$ cat src/rtl/alu_ctrl_pkg.sv
// Shared encodings for the EX-stage ALU controller and its multiply/divide engine.
package alu_ctrl_pkg;

    typedef enum logic [3:0] {
        OP_AND = 4'b0000,
        OP_OR  = 4'b0001,
        OP_ADD = 4'b0010,
        OP_SLL = 4'b0011,
        OP_XOR = 4'b0100,
        OP_SRL = 4'b0101,
        OP_SUB = 4'b0110,
        OP_BEQ = 4'b1000,
        OP_BNE = 4'b1001,
        OP_SRA = 4'b1010,
        OP_SLT = 4'b1100,
        OP_BGE = 4'b1101,
        OP_MD  = 4'b1111
    } alu_op_e;

    typedef enum logic [2:0] {
        MD_MUL    = 3'b000,
        MD_MULH   = 3'b001,
        MD_MULHSU = 3'b010,
        MD_MULHU  = 3'b011,
        MD_DIV    = 3'b100,
        MD_DIVU   = 3'b101,
        MD_REM    = 3'b110,
        MD_REMU   = 3'b111
    } md_op_e;

    typedef enum logic [1:0] {
        ST_IDLE = 2'b00,
        ST_CALC = 2'b01,
        ST_DONE = 2'b10
    } md_state_e;

    localparam logic [6:0] F7_BASE   = 7'b0000000;
    localparam logic [6:0] F7_ALT    = 7'b0100000;
    localparam logic [6:0] F7_MULDIV = 7'b0000001;

    function automatic logic md_is_div(input md_op_e op);
        return (op == MD_DIV) || (op == MD_DIVU) || (op == MD_REM) || (op == MD_REMU);
    endfunction

endpackage

$ cat src/rtl/md_iter_core.sv
// Iterative sign-magnitude multiply/divide datapath: one shift-add or
// restoring-subtract step per step_i, sign fix and result load on finish_i.
module md_iter_core
    import alu_ctrl_pkg::*;
#(
    parameter int XLEN = 32
) (
    input  logic            clk,
    input  logic            rst_n,
    input  logic            load_i,
    input  logic            step_i,
    input  logic            finish_i,
    input  logic            early_i,
    input  md_op_e          op_i,
    input  logic [XLEN-1:0] a_i,
    input  logic [XLEN-1:0] b_i,
    input  logic [XLEN-1:0] early_val_i,
    output logic [XLEN-1:0] result_o
);

    md_op_e          op_q;
    logic            neg_q;
    logic [XLEN-1:0] hi_q, lo_q, dvs_q, result_q;

    logic            a_neg, b_neg, neg_d;
    logic [XLEN-1:0] a_mag, b_mag;

    always_comb begin
        a_neg = a_i[XLEN-1] & (op_i inside {MD_MUL, MD_MULH, MD_MULHSU, MD_DIV, MD_REM});
        b_neg = b_i[XLEN-1] & (op_i inside {MD_MUL, MD_MULH, MD_DIV, MD_REM});
        a_mag = a_neg ? -a_i : a_i;
        b_mag = b_neg ? -b_i : b_i;
        case (op_i)
            MD_REM, MD_REMU: neg_d = a_neg;
            // x/0 must yield all-ones regardless of the dividend sign
            MD_DIV, MD_DIVU: neg_d = (a_neg ^ b_neg) & (|b_i);
            default:         neg_d = a_neg ^ b_neg;
        endcase
    end

    logic [XLEN:0]     sum, r_sh;
    logic [XLEN-1:0]   diff, hi_n, lo_n, q_fix, r_fix, res_fix;
    logic [2*XLEN-1:0] prod, prod_fix;
    logic              ge;

    always_comb begin
        sum  = {1'b0, hi_q} + (lo_q[0] ? {1'b0, dvs_q} : '0);
        r_sh = {hi_q, lo_q[XLEN-1]};
        ge   = r_sh >= {1'b0, dvs_q};
        diff = r_sh[XLEN-1:0] - dvs_q;
        if (md_is_div(op_q)) begin
            hi_n = ge ? diff : r_sh[XLEN-1:0];
            lo_n = {lo_q[XLEN-2:0], ge};
        end else begin
            hi_n = sum[XLEN:1];
            lo_n = {sum[0], lo_q[XLEN-1:1]};
        end
        prod     = {hi_n, lo_n};
        prod_fix = neg_q ? -prod : prod;
        q_fix    = neg_q ? -lo_n : lo_n;
        r_fix    = neg_q ? -hi_n : hi_n;
        case (op_q)
            MD_MUL:                      res_fix = prod_fix[XLEN-1:0];
            MD_MULH, MD_MULHSU, MD_MULHU: res_fix = prod_fix[2*XLEN-1:XLEN];
            MD_DIV, MD_DIVU:             res_fix = q_fix;
            default:                     res_fix = r_fix;
        endcase
    end

    always_ff @(posedge clk or negedge rst_n) begin
        if (!rst_n) begin
            op_q     <= MD_MUL;
            neg_q    <= 1'b0;
            hi_q     <= '0;
            lo_q     <= '0;
            dvs_q    <= '0;
            result_q <= '0;
        end else begin
            if (load_i) begin
                op_q  <= op_i;
                neg_q <= neg_d;
                hi_q  <= '0;
                lo_q  <= a_mag;
                dvs_q <= b_mag;
            end else if (step_i) begin
                hi_q <= hi_n;
                lo_q <= lo_n;
            end
            if (early_i)
                result_q <= early_val_i;
            else if (finish_i)
                result_q <= res_fix;
        end
    end

    assign result_o = result_q;

endmodule

$ cat src/rtl/alu_md_controller.sv
// EX-stage ALU controller: Operation decode plus RV32M sequencing and stall.
// Optional early completion of trivial M ops under `MD_EARLY_OUT_EN.
module alu_md_controller
    import alu_ctrl_pkg::*;
#(
    parameter int XLEN  = 32,
    parameter int CNT_W = $clog2(XLEN + 1)
) (
    input  logic            clk,
    input  logic            rst_n,
    input  logic [1:0]      ALUOp,
    input  logic [6:0]      Funct7,
    input  logic [2:0]      Funct3,
    input  logic            ValidIn,
    input  logic            FlushIn,
    input  logic [XLEN-1:0] SrcA,
    input  logic [XLEN-1:0] SrcB,
    output logic [3:0]      Operation,
    output logic            MdSel,
    output logic            Stall,
    output logic            Busy,
    output logic            Done,
    output logic [XLEN-1:0] MdResult
);

    logic    is_m, md_req;
    alu_op_e op_e;
    md_op_e  md_op;

    assign is_m   = (ALUOp == 2'b10) && (Funct7 == F7_MULDIV);
    assign md_req = ValidIn & is_m;
    assign md_op  = md_op_e'(Funct3);

    always_comb begin
        op_e = OP_AND;
        case (ALUOp)
            2'b00: op_e = OP_ADD;
            2'b01:
                case (Funct3)
                    3'b000:  op_e = OP_BEQ;
                    3'b001:  op_e = OP_BNE;
                    3'b100:  op_e = OP_SLT;
                    3'b101:  op_e = OP_BGE;
                    default: op_e = OP_AND;
                endcase
            2'b10:
                if (is_m) op_e = OP_MD;
                else
                    case (Funct3)
                        3'b000:  op_e = (Funct7 == F7_ALT) ? OP_SUB : OP_ADD;
                        3'b001:  op_e = OP_SLL;
                        3'b010:  op_e = OP_SLT;
                        3'b100:  op_e = OP_XOR;
                        3'b101:  op_e = (Funct7 == F7_ALT) ? OP_SRA : OP_SRL;
                        3'b110:  op_e = OP_OR;
                        default: op_e = OP_AND;
                    endcase
            default: op_e = OP_AND;
        endcase
    end

    assign Operation = op_e;
    assign MdSel     = is_m;

    logic            early_hit;
    logic [XLEN-1:0] early_val;

`ifdef MD_EARLY_OUT_EN
    always_comb begin
        early_hit = 1'b0;
        early_val = '0;
        if (md_is_div(md_op)) begin
            if (SrcB == '0) begin
                early_hit = 1'b1;
                early_val = (md_op inside {MD_DIV, MD_DIVU}) ? '1 : SrcA;
            end else if ((md_op inside {MD_DIV, MD_REM}) &&
                         SrcA == {1'b1, {(XLEN-1){1'b0}}} && SrcB == '1) begin
                early_hit = 1'b1;
                early_val = (md_op == MD_DIV) ? SrcA : '0;
            end
        end else if (SrcA == '0 || SrcB == '0) begin
            early_hit = 1'b1;
        end
    end
`else
    assign early_hit = 1'b0;
    assign early_val = '0;
`endif

    md_state_e        state_q;
    logic [CNT_W-1:0] cnt_q;
    logic             done_q, busy_q;
    logic             start, step, last;

    assign start = (state_q == ST_IDLE) & md_req & ~FlushIn;
    assign step  = (state_q == ST_CALC) & ~FlushIn;
    assign last  = cnt_q == CNT_W'(XLEN - 1);

    // FlushIn overrides every state so a squashed M op never reports Done
    always_ff @(posedge clk or negedge rst_n) begin
        if (!rst_n) begin
            state_q <= ST_IDLE;
            cnt_q   <= '0;
            done_q  <= 1'b0;
            busy_q  <= 1'b0;
        end else begin
            done_q <= 1'b0;
            if (FlushIn) begin
                state_q <= ST_IDLE;
                cnt_q   <= '0;
                busy_q  <= 1'b0;
            end else begin
                case (state_q)
                    ST_IDLE:
                        if (start) begin
                            busy_q <= 1'b1;
                            cnt_q  <= '0;
                            if (early_hit) begin
                                state_q <= ST_DONE;
                                done_q  <= 1'b1;
                            end else begin
                                state_q <= ST_CALC;
                            end
                        end
                    ST_CALC: begin
                        cnt_q <= cnt_q + 1'b1;
                        if (last) begin
                            state_q <= ST_DONE;
                            done_q  <= 1'b1;
                            cnt_q   <= '0;
                        end
                    end
                    default: begin
                        state_q <= ST_IDLE;
                        busy_q  <= 1'b0;
                    end
                endcase
            end
        end
    end

    md_iter_core #(.XLEN(XLEN)) u_core (
        .clk        (clk),
        .rst_n      (rst_n),
        .load_i     (start),
        .step_i     (step),
        .finish_i   (step & last),
        .early_i    (start & early_hit),
        .op_i       (md_op),
        .a_i        (SrcA),
        .b_i        (SrcB),
        .early_val_i(early_val),
        .result_o   (MdResult)
    );

    assign Done  = done_q;
    assign Busy  = busy_q;
    assign Stall = md_req & ~done_q & ~FlushIn;

endmodule

$ cat config.mk
export PLATFORM = sky130hd
export DESIGN_NAME = alu_md_controller
export DESIGN_NICKNAME = d
export VERILOG_FILES = /design/src/rtl/alu_ctrl_pkg.sv /design/src/rtl/md_iter_core.sv /design/src/rtl/alu_md_controller.sv
export SDC_FILE = /design/constraint.sdc
export NUM_CORES = 1
export LEC_CHECK = 0
export CAP_MARGIN = 20
export CORE_ASPECT_RATIO = 1.2
export CORE_MARGIN = 2
export CORE_UTILIZATION = 43
export DETAILED_ROUTE_END_ITERATION = 16
export GPL_ROUTABILITY_DRIVEN = 1
export REMOVE_ABC_BUFFERS = 1
export SYNTH_ARGS = -nofsm -noshare
export SYNTH_HDL_FRONTEND = slang
export SYNTH_SLANG_ARGS = --single-unit
$ cat constraint.sdc
create_clock -name clk -period 10.35 [get_ports clk]
set_clock_uncertainty 0.15 [all_clocks]
set_input_delay 2.07 -clock clk [delete_from_list [all_inputs] [get_ports clk]]
set_output_delay 2.07 -clock clk [all_outputs]
set_load 0.1 [all_outputs]
==> out/metrics.cfg, run 1 <==
[status]
run_status=finished, final reports clean

[cts]
cts_root_buffer=clkbuf_16
cts.sinks=142
postCtsHoldBufs=0
cts-resized-gates=0
insertion_delay_ps=460
post-cts-setup-buffers=0
h-tree-depth=4
cts_inserted_buffers=17
cts_tree=done
clock_path_buffers=2
clk_pin_slew_ps=70

[synthesis]
postSynthCellCount=1994
synth_area_leaders=dfrtp_1, o21ai_0, ha_1, nand2_1, a21oi_1
synth_edf_count=0
synth_most_common_cell=nand2_1
synth-seq-area-share_pct=23.5
synth_top_area_cell=dfrtp_1
synth_common_cells=nand2_1, o21ai_0, a21oi_1
netlist_area_um2=15100
ys_ff_latch=142
syn_area_per_cell_um2=7.59
ys_async_sr_fraction_pct=100
netlist.area_leader.share_pct=23.5
yosysWarnings=0
ys.flop_type=dfrtp_1
yosys.cell_types.count=106

[cells_and_area]
instances_no_fill=2519
syn2layout_area_growth_pct=13.8
fillCellCount=3450
diodes=0
register_area_um2=3560
drive_above_1_share_pct=6.81
finalCoreUtilization_pct=49.5
finalInstanceArea_um2=17200
multi_input_area_um2=10800
final_nets=2195

[sta]
hold_viol_final=0
rsz0062_at_grt=false
fmax_ghz=0.137
timing.hold.ws_ps=326
setup_violations=0
tightest_slew_ps=1010
finalSetupTns_ps=0
min_period_ps=7280
layout_setup_ws_ps=3070
slew_violations=0
timing.final.crit_share_pct=70.3
maxSlewHeadroom_pct=32.5

[pwr]
peakVddDrop_mv=0.132
p_leak_nw=7.44
power_density_nw_per_um2=104
total_power_mw=1.80

[run]
cap_violations=0

[critical_path]
critPathCaptureType=primary output
slowest_stage=clkdlybuf4s50_1
crit_required_ps=8130
crit_arrival_ps=5060
critPathLaunchType=primary input
path_class=primary input to primary output
crit_path_cell_trace=clkdlybuf4s50_1 > or4_1 > nor3_1 > nand2_1 > nor2_1 > nand2_1 > nor3_1 > clkdlybuf4s50_1
cp_max_fo=5
cp_slowest_stage_delay_ps=1150

[floorplan]
initial_core_util_pct=43.5
fp.dieW_um=175
io_pins=120
fp.coreArea_um2=34800
die_h_um=210
rows=75
die_area_um2=36700

[route]
wire_per_inst_um=21.4
vias=15591
ant_nets=0
via_per_inst=6.19
drt_pass1_iterations=8
initialDrtViolationCount=1248
drc=0
wl_um=54000

[global_route]
grt_use_total_pct=29.3
grt_pass1_vias=15081
antenna_found_initial=1
grt.overflow.total=0
grt_pass1_wl_um=84100
grt_start_max_net_pins=92

[worst_hold_path]
hold_class=flop to flop

[place]
gp_congestion=0.957
placed_cells=2486
io_buffers=119
hpwl_um=40800
post_dp_cell_area_um2=16600
dpl_worst_slack_ps=3070

## worst paths after layout
kind / start / slack (ps) / depth (start not counted) / end
setup reg to reg: u_core.hi_q[19]$_DFFE_PN0P_ / 4580 / 19 / u_core.result_o[6]$_DFFE_PN0P_
min in group asynchronous: rst_n / 1530 / 1 / u_core.dvs_q[2]$_DFFE_PN0P_
hold / removal: u_core.result_o[16]$_DFFE_PN0P_ / 330 / 2 / u_core.result_o[16]$_DFFE_PN0P_
max in group asynchronous: rst_n / 7140 / 2 / u_core.result_o[25]$_DFFE_PN0P_
setup / recovery: Funct7[2] / 3070 / 8 / Stall
hold reg to reg: u_core.result_o[16]$_DFFE_PN0P_ / 330 / 2 / u_core.result_o[16]$_DFFE_PN0P_
## critical path: cells and delay by family
family	cells	cell delay [ps]
buffers and inverters	2	1540
and+or+nand+nor	6	1450
## flip-flops by register name (all words and copies together), names as in the netlist
signal,flops
u_core.dvs_q,32
state_q,2
u_core.op_q,3
u_core.hi_q,32
cnt_q,6
u_core.lo_q,32
u_core.neg_q,1
Busy,1
Done,1
u_core.result_o,32
## area by class of cell
class	instances	share of cell area [%]
flip-flops and latches	142	20.7
well taps	462	3.35
clock inverters	15	1.02
clock buffers	17	2.47
inverters	89	1.94
multi-input cells	1647	62.4
repair buffers	147	8.17
## layer usage
layer | wire, µm | part of all wire (%) | vias up | global-route usage, %
met3 | 2800 | 5.2 | 135 | 3.91
li1 | - | - | 7501 | -
met4 | 2900 | 5.4 | 2 | 15.7
met2 | 25700 | 48 | 560 | 49.2
met5 | 36 | 0.067 | - | 0
met1 | 22500 | 42 | 7393 | 36.3
## power breakdown
part	total (mW)	switching, mW	internal (mW)
clock	0.660	0.296	0.364
sequential	0.575	0.0121	0.562
combinational	0.561	0.346	0.214
total	1.80	0.654	1.14
## cell usage in the layout (no fill, tap or decap), types with 19 or more instances in the layout
cell type,instances
xnor2_1,81
nor3_1,48
o221ai_1,36
nor2_1,133
ha_1,69
nand2b_1,19
clkdlybuf4s50_1,118
a21oi_1,153
and2_1,45
nor4_1,19
o21ai_0,187
buf_4,26
inv_1,88
nand4_1,39
nand3_1,67
mux2i_1,36
o31ai_1,38
a211oi_1,20
o211ai_1,21
nand2_1,224
dfrtp_1,140
or3_1,28
xor2_1,57
a31oi_1,27
## logic make-up after synthesis
| group | after synthesis | synth area share, % |
|---|---|---|
| multiplexers | 47 | 3.20 |
| XOR/XNOR | 138 | 7.98 |
| buffers and inverters | 205 | 5.65 |
| AO/OA/AOI/OAI | 669 | 29.6 |
| flip-flops | 142 | 23.5 |
| AND/OR/NAND/NOR | 722 | 24.1 |
| adder cells (fa/ha/maj) | 71 | 5.97 |
Power figures use the tool's default switching activity.
==> inputs of run 2 (changes only) <==
==> constraint.sdc (replaced) <==
create_clock -name clk -period 7.48 [get_ports clk]
set_clock_uncertainty 0.15 [all_clocks]
set_input_delay 1.496 -clock clk [delete_from_list [all_inputs] [get_ports clk]]
set_output_delay 1.496 -clock clk [all_outputs]
set_load 0.1 [all_outputs]
==> out/metrics.cfg, run 2 (synthesis gave the netlist of run 1 again) <==
[status]
run_status=finished, final reports clean

[sta]
min_period_ps=6120
fmax_ghz=0.163
layout_setup_ws_ps=1360  ; -1710 ps
hold_viol_final=0  ; unchanged
timing.final.crit_share_pct=81.8
tightest_slew_ps=1010  ; -2.79 ps
setup_violations=0  ; unchanged
slew_violations=0  ; unchanged
rsz0062_at_grt=false
maxSlewHeadroom_pct=32.7  ; +0.19 points

[cts]
insertion_delay_ps=460  ; about the same
cts.sinks=142  ; unchanged
cts_tree=done
cts_inserted_buffers=17  ; unchanged
h-tree-depth=4  ; unchanged
clk_pin_slew_ps=70  ; about the same
cts-resized-gates=0  ; unchanged
post-cts-setup-buffers=0  ; unchanged
cts_root_buffer=clkbuf_16
clock_path_buffers=2  ; unchanged
postCtsHoldBufs=0  ; unchanged

[cells_and_area]
diodes=0  ; unchanged
final_nets=2192  ; -0.14%
final_common_cell=nand2_1
drive_above_1_share_pct=6.72  ; -0.087 points
syn2layout_area_growth_pct=13.7  ; about the same
final_cell_mix=nand2_1, o21ai_0, a21oi_1
finalCoreUtilization_pct=49.5  ; about the same

[pwr]
p_int_mw=1.55  ; +36%
peakVddDrop_mv=0.169  ; +28%
switchingPower_mw=0.919  ; +40%
pwr-share-seq_pct=32.1  ; about the same
p_clk_share_pct=36.4  ; -0.4 points
comb_power_share_pct=31.4  ; +0.2 points
power_density_nw_per_um2=144  ; +38%
p_leak_nw=7.43  ; about the same
sw_frac_of_total_pct=37.2  ; +0.72 points

[critical_path]
crit_path_cell_trace=clkdlybuf4s50_1 > or4_1 > nor2_1 > nand2_1 > nor2_1 > nor2_1 > nor2_1 > o21ba_2 > a211oi_1 > o22ai_1 > clkdlybuf4s50_1
slowest_stage=clkdlybuf4s50_1
path_buf_inv=2  ; unchanged
path_class=primary input to primary output
cp_max_fo=4  ; -1
cpMostUsedCell=nor2_1
crit_arrival_ps=4470  ; -590 ps
crit_required_ps=5830  ; -2300 ps
critPathLaunchType=primary input
cp_slowest_stage_delay_ps=1150  ; about the same
crit_family=buffers and inverters
critPathCaptureType=primary output

[place]
gp_congestion=0.954  ; -0.29%
dpl_worst_slack_ps=1390  ; -1680 ps
io_buffers=119  ; unchanged
hpwl_um=40600  ; -0.30%

[floorplan]
rows=75  ; unchanged
die_h_um=210  ; unchanged
io_pins=120  ; unchanged
initial_core_util_pct=43.5  ; unchanged
fp.dieW_um=175  ; unchanged
die_area_um2=36700  ; unchanged
fp.coreArea_um2=34800  ; unchanged

[global_route]
grt_start_max_net_pins=92  ; unchanged
grt_pass1_vias=15162  ; +0.54%
antenna_found_initial=0  ; -1
grt_pass1_wl_um=84500  ; +0.39%
grt_use_total_pct=29.3  ; about the same
grt.overflow.total=0  ; unchanged

[worst_hold_path]
hold_class=flop to flop

[route]
via_per_inst=6.18  ; about the same
wire_per_inst_um=21.3  ; -0.58%
wl_um=53600  ; -0.69%
ant_nets=0  ; unchanged
drt_pass1_iterations=5  ; -3
initialDrtViolationCount=1088  ; -13%
drc=0  ; unchanged
vias=15561  ; -0.19%

[run]
cap_violations=0  ; unchanged

==> run 2: cell count changes in the layout (fill, tap and decap cells not counted), sizes merged <==
cell,delta
buf,-2
clkinvlp,-2
inv,+2
bufinv,-1
clkdlybuf4s50,-1
clkinv,+1
==> run 2: final cells by class <==
cell class | count | area, µm²
flip-flops and latches | 142 | 3560
fillers | 3453 | 17600
multi-input cells | 1647 | 10800
inverters | 89 | 334
well taps | 462 | 578
repair buffers | 144 | 1400
clock inverters | 15 | 166
clock buffers | 17 | 425
==> run 2: final timing paths <==
check,startpoint,end,slack [ps],depth (start not counted)
max,Funct7[2],Operation[2],1360,11
min,u_core.result_o[16]$_DFFE_PN0P_,u_core.result_o[16]$_DFFE_PN0P_,320,2
max reg2reg,u_core.dvs_q[20]$_DFFE_PN0P_,u_core.result_o[6]$_DFFE_PN0P_,1570,20
min reg2reg,u_core.result_o[16]$_DFFE_PN0P_,u_core.result_o[16]$_DFFE_PN0P_,320,2
max in group asynchronous,rst_n,u_core.op_q[2]$_DFFE_PN0P_,4720,2
min in group asynchronous,rst_n,u_core.dvs_q[4]$_DFFE_PN0P_,910,1
==> run 2: power groups by stage <==
stage | Clock, mW | Combinational (mW) | Sequential [mW]
floorplan | 0 | 0.512 | 0.806
global placement | 0 | 0.753 | 0.809
detailed placement | 0 | 0.758 | 0.809
CTS | 0.916 | 0.764 | 0.794
global route | 0.947 | 0.847 | 0.795
finish | 0.901 | 0.777 | 0.794
==> run 2: worst reg2reg max path, cell delays in order (launching register included) <==
cell and delay [ps]:
dfrtp_1 400, inv_1 60, ha_1 440, a21oi_1 290, o21ai_0 220, a21oi_2 300, a21o_1 500, a41o_1 390
ha_1 220, o21ai_0 100, or2_2 310, nand2b_1 270, o21ai_0 480, and2_1 340, nand2b_1 260, inv_1 150
o21ai_0 390, o21ai_0 160, a21oi_1 200, a21oi_1 50, o21ai_0 150
==> run 2: through the flow <==
step	total power [mW]	hold WS, ps	std cells	TNS [ps]	area [µm²]
final	2.47	321	2516	0	17200
after global routing	2.59	357	2516	0	17200
after CTS	2.47	331	2515	0	17200
after detailed placement	1.57	314	2483	0	16600
after global placement	1.56	306	2481	0	16600
after floorplan	1.32	301	1878	-18470	14600
==> run 2: routing by layer <==
| metal | global-route usage (%) | routed length, µm |
|---|---|---|
| met2 | 50.2 | 25600 |
| met5 | 0 | 0 |
| met3 | 3.84 | 2490 |
| met1 | 36.2 | 22900 |
| met4 | 14.1 | 2580 |
